<file path="src/rtl/dram_port_arbiter.sv">
// Two-master arbiter for the single-port data RAM. Round-robin per-cycle
// grant, an optional lock so one master can own the port across a
// compare-and-swap sequence, a watchdog that breaks over-long locks, and a
// registered read-data return one cycle after each granted read.
module dram_port_arbiter #(
  parameter int AW       = 10,
  parameter int DW       = 32,
  parameter int LOCK_MAX = 16
) (
  input  logic          clk,
  input  logic          rst,
  input  logic          m0_req,
  input  logic          m0_we,
  input  logic          m0_lock,
  input  logic [AW-1:0] m0_addr,
  input  logic [DW-1:0] m0_wdata,
  output logic          m0_gnt,
  output logic          m0_rvalid,
  output logic [DW-1:0] m0_rdata,
  input  logic          m1_req,
  input  logic          m1_we,
  input  logic          m1_lock,
  input  logic [AW-1:0] m1_addr,
  input  logic [DW-1:0] m1_wdata,
  output logic          m1_gnt,
  output logic          m1_rvalid,
  output logic [DW-1:0] m1_rdata,
  output logic          mem_we,
  output logic [AW-1:0] mem_a,
  output logic [DW-1:0] mem_d,
  input  logic [DW-1:0] mem_spo,
  output logic [1:0]    lock_owner,
  output logic          lock_timeout
);

  localparam int CW = (LOCK_MAX > 2) ? $clog2(LOCK_MAX) : 1;
  localparam logic [CW-1:0] CNT_LAST = CW'(LOCK_MAX - 1);

  // State encoding doubles as the one-hot lock_owner output.
  typedef enum logic [1:0] {
    FREE    = 2'b00,
    LOCKED0 = 2'b01,
    LOCKED1 = 2'b10
  } lock_state_e;

  lock_state_e   state_q, state_d;
  logic [CW-1:0] lock_cnt_q, lock_cnt_d;
  logic          rr_last_q, rr_last_d;
  logic          timeout_q;
  logic          wd_fire;

  // Watchdog fires on the last permitted locked cycle.
  assign wd_fire = (state_q != FREE) && (lock_cnt_q == CNT_LAST);

  // Lock state register.
  always_ff @(posedge clk) begin
    if (rst) state_q <= FREE;
    else     state_q <= state_d;
  end

  // Lock next-state: acquire on a locked grant, release on lock drop or watchdog.
  always_comb begin
    state_d = state_q;
    unique case (state_q)
      FREE: begin
        if (m0_gnt && m0_lock)      state_d = LOCKED0;
        else if (m1_gnt && m1_lock) state_d = LOCKED1;
      end
      LOCKED0: if (wd_fire || !m0_lock) state_d = FREE;
      LOCKED1: if (wd_fire || !m1_lock) state_d = FREE;
      default: state_d = FREE;
    endcase
  end

  // Grant, memory mux and lock_owner; the lock filters, then round-robin breaks ties.
  always_comb begin
    m0_gnt = 1'b0;
    m1_gnt = 1'b0;
    if (!rst) begin
      unique case (state_q)
        LOCKED0: m0_gnt = m0_req;
        LOCKED1: m1_gnt = m1_req;
        default: begin
          if (m0_req && m1_req) begin
            m0_gnt = rr_last_q;
            m1_gnt = !rr_last_q;
          end else begin
            m0_gnt = m0_req;
            m1_gnt = m1_req;
          end
        end
      endcase
    end
    mem_a      = m1_gnt ? m1_addr  : m0_addr;
    mem_d      = m1_gnt ? m1_wdata : m0_wdata;
    mem_we     = (m0_gnt && m0_we) || (m1_gnt && m1_we);
    lock_owner = state_q;
  end

  // Round-robin pointer and lock counter next values.
  always_comb begin
    rr_last_d = rr_last_q;
    if (wd_fire)     rr_last_d = (state_q == LOCKED1);
    else if (m0_gnt) rr_last_d = 1'b0;
    else if (m1_gnt) rr_last_d = 1'b1;
    // Count only while staying locked; entering a lock starts at zero.
    lock_cnt_d = '0;
    if (state_q != FREE && state_d != FREE) lock_cnt_d = lock_cnt_q + 1'b1;
  end

  // Arbitration bookkeeping registers.
  always_ff @(posedge clk) begin
    if (rst) begin
      rr_last_q  <= 1'b1;
      lock_cnt_q <= '0;
      timeout_q  <= 1'b0;
    end else begin
      rr_last_q  <= rr_last_d;
      lock_cnt_q <= lock_cnt_d;
      timeout_q  <= wd_fire;
    end
  end

  assign lock_timeout = timeout_q;

  // Master 0 read return: capture RAM data on a granted read.
  always_ff @(posedge clk) begin
    if (rst) begin
      m0_rvalid <= 1'b0;
      m0_rdata  <= '0;
    end else begin
      m0_rvalid <= m0_gnt && !m0_we;
      if (m0_gnt && !m0_we) m0_rdata <= mem_spo;
    end
  end

  // Master 1 read return: capture RAM data on a granted read.
  always_ff @(posedge clk) begin
    if (rst) begin
      m1_rvalid <= 1'b0;
      m1_rdata  <= '0;
    end else begin
      m1_rvalid <= m1_gnt && !m1_we;
      if (m1_gnt && !m1_we) m1_rdata <= mem_spo;
    end
  end

endmodule

</file>
<file path="config.mk">
export PLATFORM = sky130hd
export DESIGN_NAME = dram_port_arbiter
export DESIGN_NICKNAME = d
export VERILOG_FILES = /design/src/rtl/dram_port_arbiter.sv
export SDC_FILE = /design/constraint.sdc
export NUM_CORES = 1
export LEC_CHECK = 0
export CAP_MARGIN = 20
export CORE_ASPECT_RATIO = 0.75
export CORE_MARGIN = 2
export CORE_UTILIZATION = 35
export DETAILED_ROUTE_END_ITERATION = 10
export GPL_TIMING_DRIVEN = 0
export PLACE_DENSITY = 0.83
export SLEW_MARGIN = 20
export SYNTH_ARGS = -nofsm -noshare
export SYNTH_HDL_FRONTEND = slang
export SYNTH_SLANG_ARGS = --single-unit
</file>
<file path="constraint.sdc">
create_clock -name clk -period 2.4 [get_ports clk]
set_clock_uncertainty 0.05 [all_clocks]
set_input_delay 0.24 -clock clk [delete_from_list [all_inputs] [get_ports clk]]
set_output_delay 0.24 -clock clk [all_outputs]
set_load 0.01 [all_outputs]
</file>
==> metrics.yaml, run 1 <==
status: "complete, but fails checks"
violations: "setup timing"
dr.pass1.iters: 5
p_comb_share_pct: 25.8
antenna_found_initial: 0
synth_ff_type: "dfxtp_1"
via_count: 4166
dp_hpwl_mm: 10.6
cts-root-buf: "clkbuf_16"
core_area_um2: 9160
row_count: 30
ys_ff_latch: 74
cp_max_fo: 6
p_int_mw: 2.58
cts_tree: "yes"
crit_start: "lock_owner[0]$_SDFF_PP0_"
drv_cap: 0
finalHoldViolCount: 0
hold_ws_ns: 0.403
endpoint: "mem_a[3]"
initial_utilization_pct: 36.5
worstSkewPairLatency_ns: 0.32
grt_use_met3_pct: 9.04
wl_per_cell_um: 16.6
netlist-cell-type-count: 36
reg2reg_depth: 9
cts_buffers: 9
syn2layout_area_growth_pct: 95.7
layout_commonest_cell: "clkdlybuf4s50_1"
reg2reg_from: "lock_owner[0]$_SDFF_PP0_"
cts.sinks: 74
clkTransAtPathRegs_ns: 0.05
htree_levels: 3
setup_viol: 41
worst_pin_slew_ns: 0.530
nFillCells: 756
syn-num-nets: 600
irDropWorstVdd_mv: 0.443
finalPower_mw: 3.52
busiest_layer: "met2"
pre_cts_slack_ns: -0.461
power_density_nw_per_um2: 538
pin_count: 238
slew_violations: 0
grt_pass1_vias: 4083
switching_share_pct: 26.8
clockBufferDepth: 2
hold_buffers: 0
synth_area_leaders: "dfxtp_1 44%, nand2_1 25%, a21oi_1 9.9%"
setup_slack_ns: -0.104
io_buffers: 237
cp.required_ns: 2.11
route.antenna.remaining_nets: 0
synth_enable_flop_cells: 0
rsz0062_at_grt: "yes"
drt_wl_total_mm: 14.4
syn_inst: 471
routabilityCongestion: 0.935
yosysTopAreaCell: "dfxtp_1"
syn_area_um2: 3340
seqPwrFrac_pct: 36.7
synth.top_cell.area_share_pct: 44.3
fmax_mhz: 399
routed_via_density: 4.80
reg2reg_to: "m1_rdata[9]$_SDFFE_PP0P_"
die_height_um: 88.6
start_kind: "register"
power.leakage_nw: 2.68
final_cell_mix: "192 x clkdlybuf4s50_1, 184 x nand2_1, 72 x dfxtp_1"
drt_iter0_markers: 165
grt_pass1_wl_mm: 20.5
period_share_pct: 104
slew_headroom_pct: 64.3
place_inst: 836
finalCriticalPeriod_ns: 2.50
async_flop_share_pct: 0
ff2ff_setup_slack_ns: 0.26
hold_path.class: "reg2reg"
ff_latch_area_um2: 1490
fp.dieArea_um2: 10400
met2_usage_pct: 47.6
grt_max_degree: 14
drcViolationCount: 0
syn_avg_cell_area_um2: 7.10
placed_cell_area_um2: 5880
grt.total_usage_pct: 25.9
gr-total-overflow: 0
synth.yosys.seq_area_share_pct: 44.3
cp.arrival_ns: 2.21
final_area_um2: 6540
multiInputGateArea_um2: 1830
grtUsageMet1_pct: 28.3
finalNonFillerCells: 868
critPathCaptureType: "output pin"
die_w_um: 117
p_sw_mw: 0.945
clkPwrFrac_pct: 37.5
crit_type: "reg2out"
nNetsFinal: 863
drive_gt1_share_pct: 20.4
synth_warnings: 0
==> cell families after synthesis <==
| family | Yosys count | synth area share, % |
|---|---|---|
| AOI/OAI and AO/OA | 108 | 17.4 |
| buffers and inverters | 38 | 5.88 |
| and+or+nand+nor | 244 | 30.0 |
| adders and majority gates | 5 | 1.87 |
| DFF | 74 | 44.3 |
| xor gates and xnor gates | 2 | 0.524 |
==> how the worst min path moves through the flow <==
stage / startpoint / endpoint / slack, ns / depth (start not counted)
6_report: m0_rdata[19]$_SDFFE_PP0P_ / m0_rdata[19]$_SDFFE_PP0P_ / 0.40 / 2
5_1_grt: m0_rdata[29]$_SDFFE_PP0P_ / m0_rdata[29]$_SDFFE_PP0P_ / 0.42 / 2
4_1_cts: m0_rdata[19]$_SDFFE_PP0P_ / m0_rdata[19]$_SDFFE_PP0P_ / 0.41 / 2
3_5_place_dp: m0_rdata[19]$_SDFFE_PP0P_ / m0_rdata[19]$_SDFFE_PP0P_ / 0.40 / 2
3_3_place_gp: lock_cnt_q[0]$_SDFF_PP0_ / lock_cnt_q[0]$_SDFF_PP0_ / 0.39 / 1
2_1_floorplan: mem_spo[0] / m0_rdata[0]$_SDFFE_PP0P_ / 0.33 / 2
==> cell usage after synthesis, types with 2 or more instances <==
library cell / count
a211oi_1: 3
a21oi_1: 66
buf_2: 13
buf_4: 4
buf_6: 3
clkbuf_1: 11
dfxtp_1: 74
ha_1: 5
inv_1: 6
nand2_1: 224
nand3_1: 2
nor2_1: 4
nor2b_1: 2
o21ai_0: 13
o21ai_1: 20
==> power groups by stage <==
stage	Clock (mW)	Sequential (mW)	Combinational (mW)
floorplan	0	1.33	0.281
global placement	0	1.32	0.805
detailed placement	0	1.32	0.812
CTS	1.34	1.29	0.825
global route	1.39	1.29	0.971
finish	1.32	1.29	0.909
==> through the flow <==
stage	util, %	setup TNS, ns
floorplan	-	0
global placement	64.2	-18.00
detailed placement	64.2	-17.53
CTS	68.0	-2.81
global route	71.4	-5.44
finish	71.4	-2.92
==> state kept, by name (all words and copies together) (netlist names) <==
signal / flops
m0_rdata: 32
m1_rdata: 32
lock_timeout: 1
rr_last_q: 1
lock_cnt_q: 4
m0_rvalid: 1
lock_owner: 2
m1_rvalid: 1
==> cell type report <==
cell class	count	share of cell area, %
antenna	1	0.0383
buffer	31	3.83
clock buffer	10	3.50
clock inverter	6	0.995
inverter	7	0.669
multi-input combinational	359	27.9
sequential	74	22.8
tap	128	2.45
timing repair buffer	251	37.7
timing repair inverter	1	0.134
==> timing repair <==
action                     in CTS  in global routing
gates cloned                    2                  5
setup endpoints to repair      45                 44
buffers inserted                7                  1
pin swaps                       3                 31
resized for setup             233                 52
==> layer usage <==
metal  part of all wire [%]  routed length [µm]
met2                     48                6930
met4                    2.1                 299
met5                      0                   0
met3                     10                1480
met1                     39                5660
==> worst max-delay path, cell delays in order (launching register included) <==
cell and delay (ns):
dfxtp_4 0.36, inv_4 0.05, ha_4 0.27, and3b_2 0.22, or3_4 0.36, buf_6 0.16, inv_6 0.09, buf_8 0.12
nand2_1 0.06, nand2_1 0.08, buf_2 0.13
(Power assumes the default switching activity.)
==> run 2, diff against run 1 <==
--- a/config.mk
+++ b/config.mk
@@ -8,10 +8,11 @@
 export CAP_MARGIN = 20
 export CORE_ASPECT_RATIO = 0.75
 export CORE_MARGIN = 2
-export CORE_UTILIZATION = 35
+export CORE_UTILIZATION = 41
 export DETAILED_ROUTE_END_ITERATION = 10
+export DONT_BUFFER_PORTS = 1
 export GPL_TIMING_DRIVEN = 0
-export PLACE_DENSITY = 0.83
+export PLACE_DENSITY = 0.57
 export SLEW_MARGIN = 20
 export SYNTH_ARGS = -nofsm -noshare
 export SYNTH_HDL_FRONTEND = slang
==> run 2 against run 1 <==
The flow still finishes with violations (setup timing). Setup slack improved by 0.064 ns. Flip-flop and latch count did not move. Register-to-register slack got worse by 0.16 ns. Combinational power fell by 44%. Hold slack got worse by 0.35 ns. Critical path type unchanged. Critical endpoint is now mem_d[6]. Largest power group is now registers.
==> metrics.yaml, run 2 (same netlist as run 1, synthesis figures left out) <==
finalHoldViolCount: 0
reg2reg_from: "lock_owner[1]$_SDFF_PP0_"
violations: "setup timing"
critPathCaptureType: "output pin"
status: "complete, but fails checks"
die_w_um: 108
pre_cts_slack_ns: -0.0269
clockBufferDepth: 2
drv_cap: 0
nNetsFinal: 651
cp.arrival_ns: 2.15
drive_gt1_share_pct: 25.4
dr.max_layer_used: "met4"
layout_commonest_cell: "nand2_1"
worstSkewPairLatency_ns: 0.34
grt_pass1_wl_mm: 15.9
drt_wl_total_mm: 11.5
routed_via_density: 5.36
finish.utilization_pct: 55.1
setup_slack_ns: -0.0397
fp.dieArea_um2: 8900
io_buffers: 0
cts_buffers: 9
wl_per_cell_um: 18.2
grt_max_degree: 15
cp_max_fo: 7
pin_count: 238
met3_length_mm: 1.06
worstHoldStart: "m1_we"
period_share_pct: 102
cts-root-buf: "clkbuf_8"
hold_path.class: "in2reg"
gr-total-overflow: 0
irDropWorstVdd_mv: 0.319
route.antenna.remaining_nets: 0
final_area_um2: 4360
cp.required_ns: 2.11
start_kind: "register"
worst_pin_slew_ns: 0.537
via_count: 3388
wl_met2_mm: 5.57
die_height_um: 82.2
wl_met1_mm: 4.71
cts.sinks: 74
slew_violations: 0
grt_pass1_vias: 2949
reg.largest.list: "m0_rdata (32), m1_rdata (32), lock_cnt_q (4)"
placed_cell_area_um2: 3470
row_count: 28
fin_setup_tns_ns: -0.249
drt_iter0_markers: 156
final_cell_mix: "151 x nand2_1, 72 x dfxtp_1, 71 x nand2_2"
core_area_um2: 7920
diodes: 0
fmax_mhz: 410
power_density_nw_per_um2: 626
routabilityCongestion: 0.865
initial_utilization_pct: 42.2
cts_tree: "yes"
syn2layout_area_growth_pct: 30.4
crit_type: "reg2out"
dr.pass1.iters: 4
clkTransAtPathRegs_ns: 0.07
crit_start: "lock_owner[1]$_SDFF_PP0_"
htree_levels: 3
slew_headroom_pct: 63.9
rsz0062_at_grt: "yes"
setup_viol: 25
finalCriticalPeriod_ns: 2.44
power.leakage_nw: 1.69
antenna_found_initial: 0
drcViolationCount: 0
grt.total_usage_pct: 23.6
dp_hpwl_mm: 8.09
[run 2: cell types whose count changed in the layout (fill, tap and decap cells not counted), moves of 9 or more]
cell and delta:
buf_6 -15, dlygate4sd3_1 +32, buf_2 -26, clkbuf_8 +9, nand2_1 -33, clkbuf_16 -12
nand2_2 +38, clkdlybuf4s50_1 -192
[run 2: worst max-delay path, stage by stage, from the launching register on]
cell and delay (ns):
dfxtp_4 0.41, inv_4 0.06, ha_4 0.27, and3b_2 0.21
or3_4 0.37, buf_12 0.17, clkbuf_16 0.16, nand2_2 0.08
nand2_2 0.08
[run 2: per-stage QoR]
step	hold slack [ns]	cells	power (mW)
3_3_place_gp	0.328	576	1.70
3_5_place_dp	0.333	576	1.70
5_1_grt	0.0499	632	2.86
2_1_floorplan	0.326	471	1.62
4_1_cts	0.0408	629	2.71
6_report	0.0544	632	2.73
[run 2: layout make-up]
type	instances	area (µm²)
well taps	105	131
clock inverters	6	47.5
plain buffers	31	244
fillers	793	3560
flip-flops and latches	74	1490
multi-input cells	359	1880
clock buffers	10	138
inverters	7	36.3
repair buffers	40	398
[run 2: layer usage]
layer / up-vias / global-route usage [%]
met5: - / 0
met4: 0 / 5.77
met3: 11 / 10.0
met2: 143 / 37.5
met1: 1585 / 29.7
li1: 1649 / -
[run 2: what timing repair did]
action                     4_1_cts  5_1_grt
gates cloned                     1        1
setup endpoints to repair       44       44
hold buffers                    32        0
buffers inserted                 4        2
hold endpoints to repair        64        0
resized for setup               78       33
pin swaps                       14        5
[run 2: power breakdown]
| group | internal [mW] | switching (mW) |
|---|---|---|
| sequential | 1.27 | 0.0517 |
| clock | 0.410 | 0.493 |
| combinational | 0.205 | 0.302 |
[run 2: worst paths after layout]
path	slack, ns	end	cells past startpoint
worst max-delay path	-0.04	mem_d[6]	8
worst min-delay path	0.05	m1_rdata[20]$_SDFFE_PP0P_	3
worst max register to register	0.10	m1_rdata[24]$_SDFFE_PP0P_	10
worst min register to register	0.41	lock_cnt_q[0]$_SDFF_PP0_	1
==> run 3, diff against run 2 <==
--- a/config.mk
+++ b/config.mk
@@ -5,7 +5,7 @@
 export SDC_FILE = /design/constraint.sdc
 export NUM_CORES = 1
 export LEC_CHECK = 0
-export CAP_MARGIN = 20
+export CAP_MARGIN = 25
 export CORE_ASPECT_RATIO = 0.75
 export CORE_MARGIN = 2
 export CORE_UTILIZATION = 41
@@ -13,6 +13,7 @@
 export DONT_BUFFER_PORTS = 1
 export GPL_TIMING_DRIVEN = 0
 export PLACE_DENSITY = 0.57
+export REMOVE_ABC_BUFFERS = 1
 export SLEW_MARGIN = 20
 export SYNTH_ARGS = -nofsm -noshare
 export SYNTH_HDL_FRONTEND = slang
==> run 3 against run 2 <==
The run still ends with setup timing left. Non-clock buffer count decreased by 22. Total power increased by 14%. Highest routed layer unchanged. Clock power increased by 43%. Hold slack got worse by 0.0098 ns.
==> metrics.yaml, run 3 (same netlist as run 1, synthesis figures left out) <==
pin_count: 238
finalCriticalPeriod_ns: 2.47
fin_setup_tns_ns: -1.97
worstHoldPathCells: 2
critical_path.max_stage_delay_ns: 0.42
crit_type: "reg2out"
fp.dieArea_um2: 8900
worstSkewPairLatency_ns: 0.35
clkTransAtPathRegs_ns: 0.09
cp_max_fo: 7
fmax_mhz: 405
critPathCaptureType: "output pin"
ff2ff_setup_slack_ns: 0.02
cp_slowest_cell: "dfxtp_4"
reg2reg_from: "lock_owner[1]$_SDFF_PP0_"
io_buffers: 0
finalHoldViolCount: 0
cp.required_ns: 2.11
initial_utilization_pct: 42.2
die_w_um: 108
worstHoldStart: "m1_we"
wl_per_cell_um: 18.6
min_delay_worst_endpoint: "m1_rdata[29]$_SDFFE_PP0P_"
grt.total_usage_pct: 23.4
hold_path.class: "in2reg"
grt_max_degree: 67
worst_pin_slew_ns: 0.537
wl_met1_mm: 4.77
antenna_found_initial: 0
setup_viol: 43
slew_violations: 0
power.leakage_nw: 1.75
finalPower_mw: 3.11
reg.largest.list: "m0_rdata (32), m1_rdata (32), lock_cnt_q (4)"
cp.arrival_ns: 2.18
irDropWorstVdd_mv: 0.496
drv_cap: 0
drt_iter0_markers: 175
clockBufferDepth: 2
finalNonFillerCells: 612
critPathMostFrequentCell: "nand2_2"
cts.sinks: 74
hold_ws_ns: 0.0446
syn2layout_area_growth_pct: 31.5
violations: "setup timing"
met3_length_mm: 1.19
via_count: 3366
wl_met2_mm: 5.33
grt_pass1_vias: 2839
cts-root-buf: "clkbuf_8"
cts_buffers: 9
final_cell_mix: "170 x nand2_1, 72 x dfxtp_1, 66 x a21oi_1"
route.antenna.remaining_nets: 0
die_height_um: 82.2
place_inst: 549
nNetsFinal: 632
placed_cell_area_um2: 3370
cp_cell_sequence: "inv_4 > ha_4 > and3b_2 > or3_4 > clkinv_8 > clkbuf_16 > nand2_2 > nand2_2"
reg2reg_to: "m1_rdata[3]$_SDFFE_PP0P_"
drt_wl_total_mm: 11.4
rsz0062_at_grt: "yes"
dr.pass1.iters: 5
layout_commonest_cell: "nand2_1"
core_area_um2: 7920
power_density_nw_per_um2: 706
diodes: 0
grt_pass1_wl_mm: 15.5
cts_tree: "yes"
final_area_um2: 4400
slew_headroom_pct: 63.8
start_kind: "register"
htree_levels: 3
drcViolationCount: 0
pre_cts_slack_ns: -1.19
row_count: 28
routed_via_density: 5.50
routabilityCongestion: 0.763
reg2reg_depth: 7
nFillCells: 738
setup_slack_ns: -0.0700
drive_gt1_share_pct: 20.7
finish.utilization_pct: 55.5
period_share_pct: 103
gr-total-overflow: 0
status: "complete, but fails checks"
dr.max_layer_used: "met4"
dp_hpwl_mm: 6.48
[run 3: changes by cell type in the layout (fill, tap and decap cells not counted), sizes merged]
cell / delta
clkinv: +1
inv: -1
bufinv: +4
buf: -11
or3: +3
clkbuf: -12
clkinvlp: -4
[run 3: routing by layer]
metal | GRT usage (%) | vias to the layer above
met5 | 0 | -
met4 | 6.92 | 0
met3 | 8.32 | 12
met2 | 34.5 | 171
met1 | 32.3 | 1578
li1 | - | 1605
[run 3: repair_timing]
item	CTS	global route
buffers inserted	7	3
hold buffers	33	0
resized for setup	59	28
endpoints found under the setup margin	91	97
pin swaps	2	13
hold endpoints to repair	66	0
gates cloned	4	1
[run 3: worst max path at each step]
stage | end | from | cells after the start | slack [ns]
floorplan | mem_we | lock_owner[0]$_SDFF_PP0_ | 6 | -0.85
global placement | mem_we | lock_owner[0]$_SDFF_PP0_ | 6 | -1.63
detailed placement | mem_d[31] | lock_owner[0]$_SDFF_PP0_ | 8 | -1.19
CTS | mem_d[31] | lock_owner[1]$_SDFF_PP0_ | 8 | -0.15
global route | mem_d[18] | lock_owner[1]$_SDFF_PP0_ | 8 | -0.16
finish | mem_d[2] | lock_owner[1]$_SDFF_PP0_ | 8 | -0.07
[run 3: area by class of cell]
| type | instances | area [µm²] | share of cell area (%) |
|---|---|---|---|
| clock buffer | 9 | 124 | 2.82 |
| clock inverter | 6 | 138 | 3.13 |
| inverter | 7 | 46.3 | 1.05 |
| multi-input combinational | 362 | 1910 | 43.5 |
| sequential | 74 | 1490 | 33.9 |
| tap | 105 | 131 | 2.99 |
| timing repair buffer | 49 | 557 | 12.7 |
[run 3: where the power goes]
part	total, mW	internal [mW]	switching, mW
logic	0.499	0.198	0.302
registers	1.32	1.27	0.0505
clock network	1.29	0.796	0.493
[run 3: critical path, delay by kind of cell, from the launching register on]
family	cells	cell delay (ns)
DFF	1	0.42
adders and majority gates	1	0.28
buffers and inverters	3	0.34
and+or+nand+nor	4	0.78
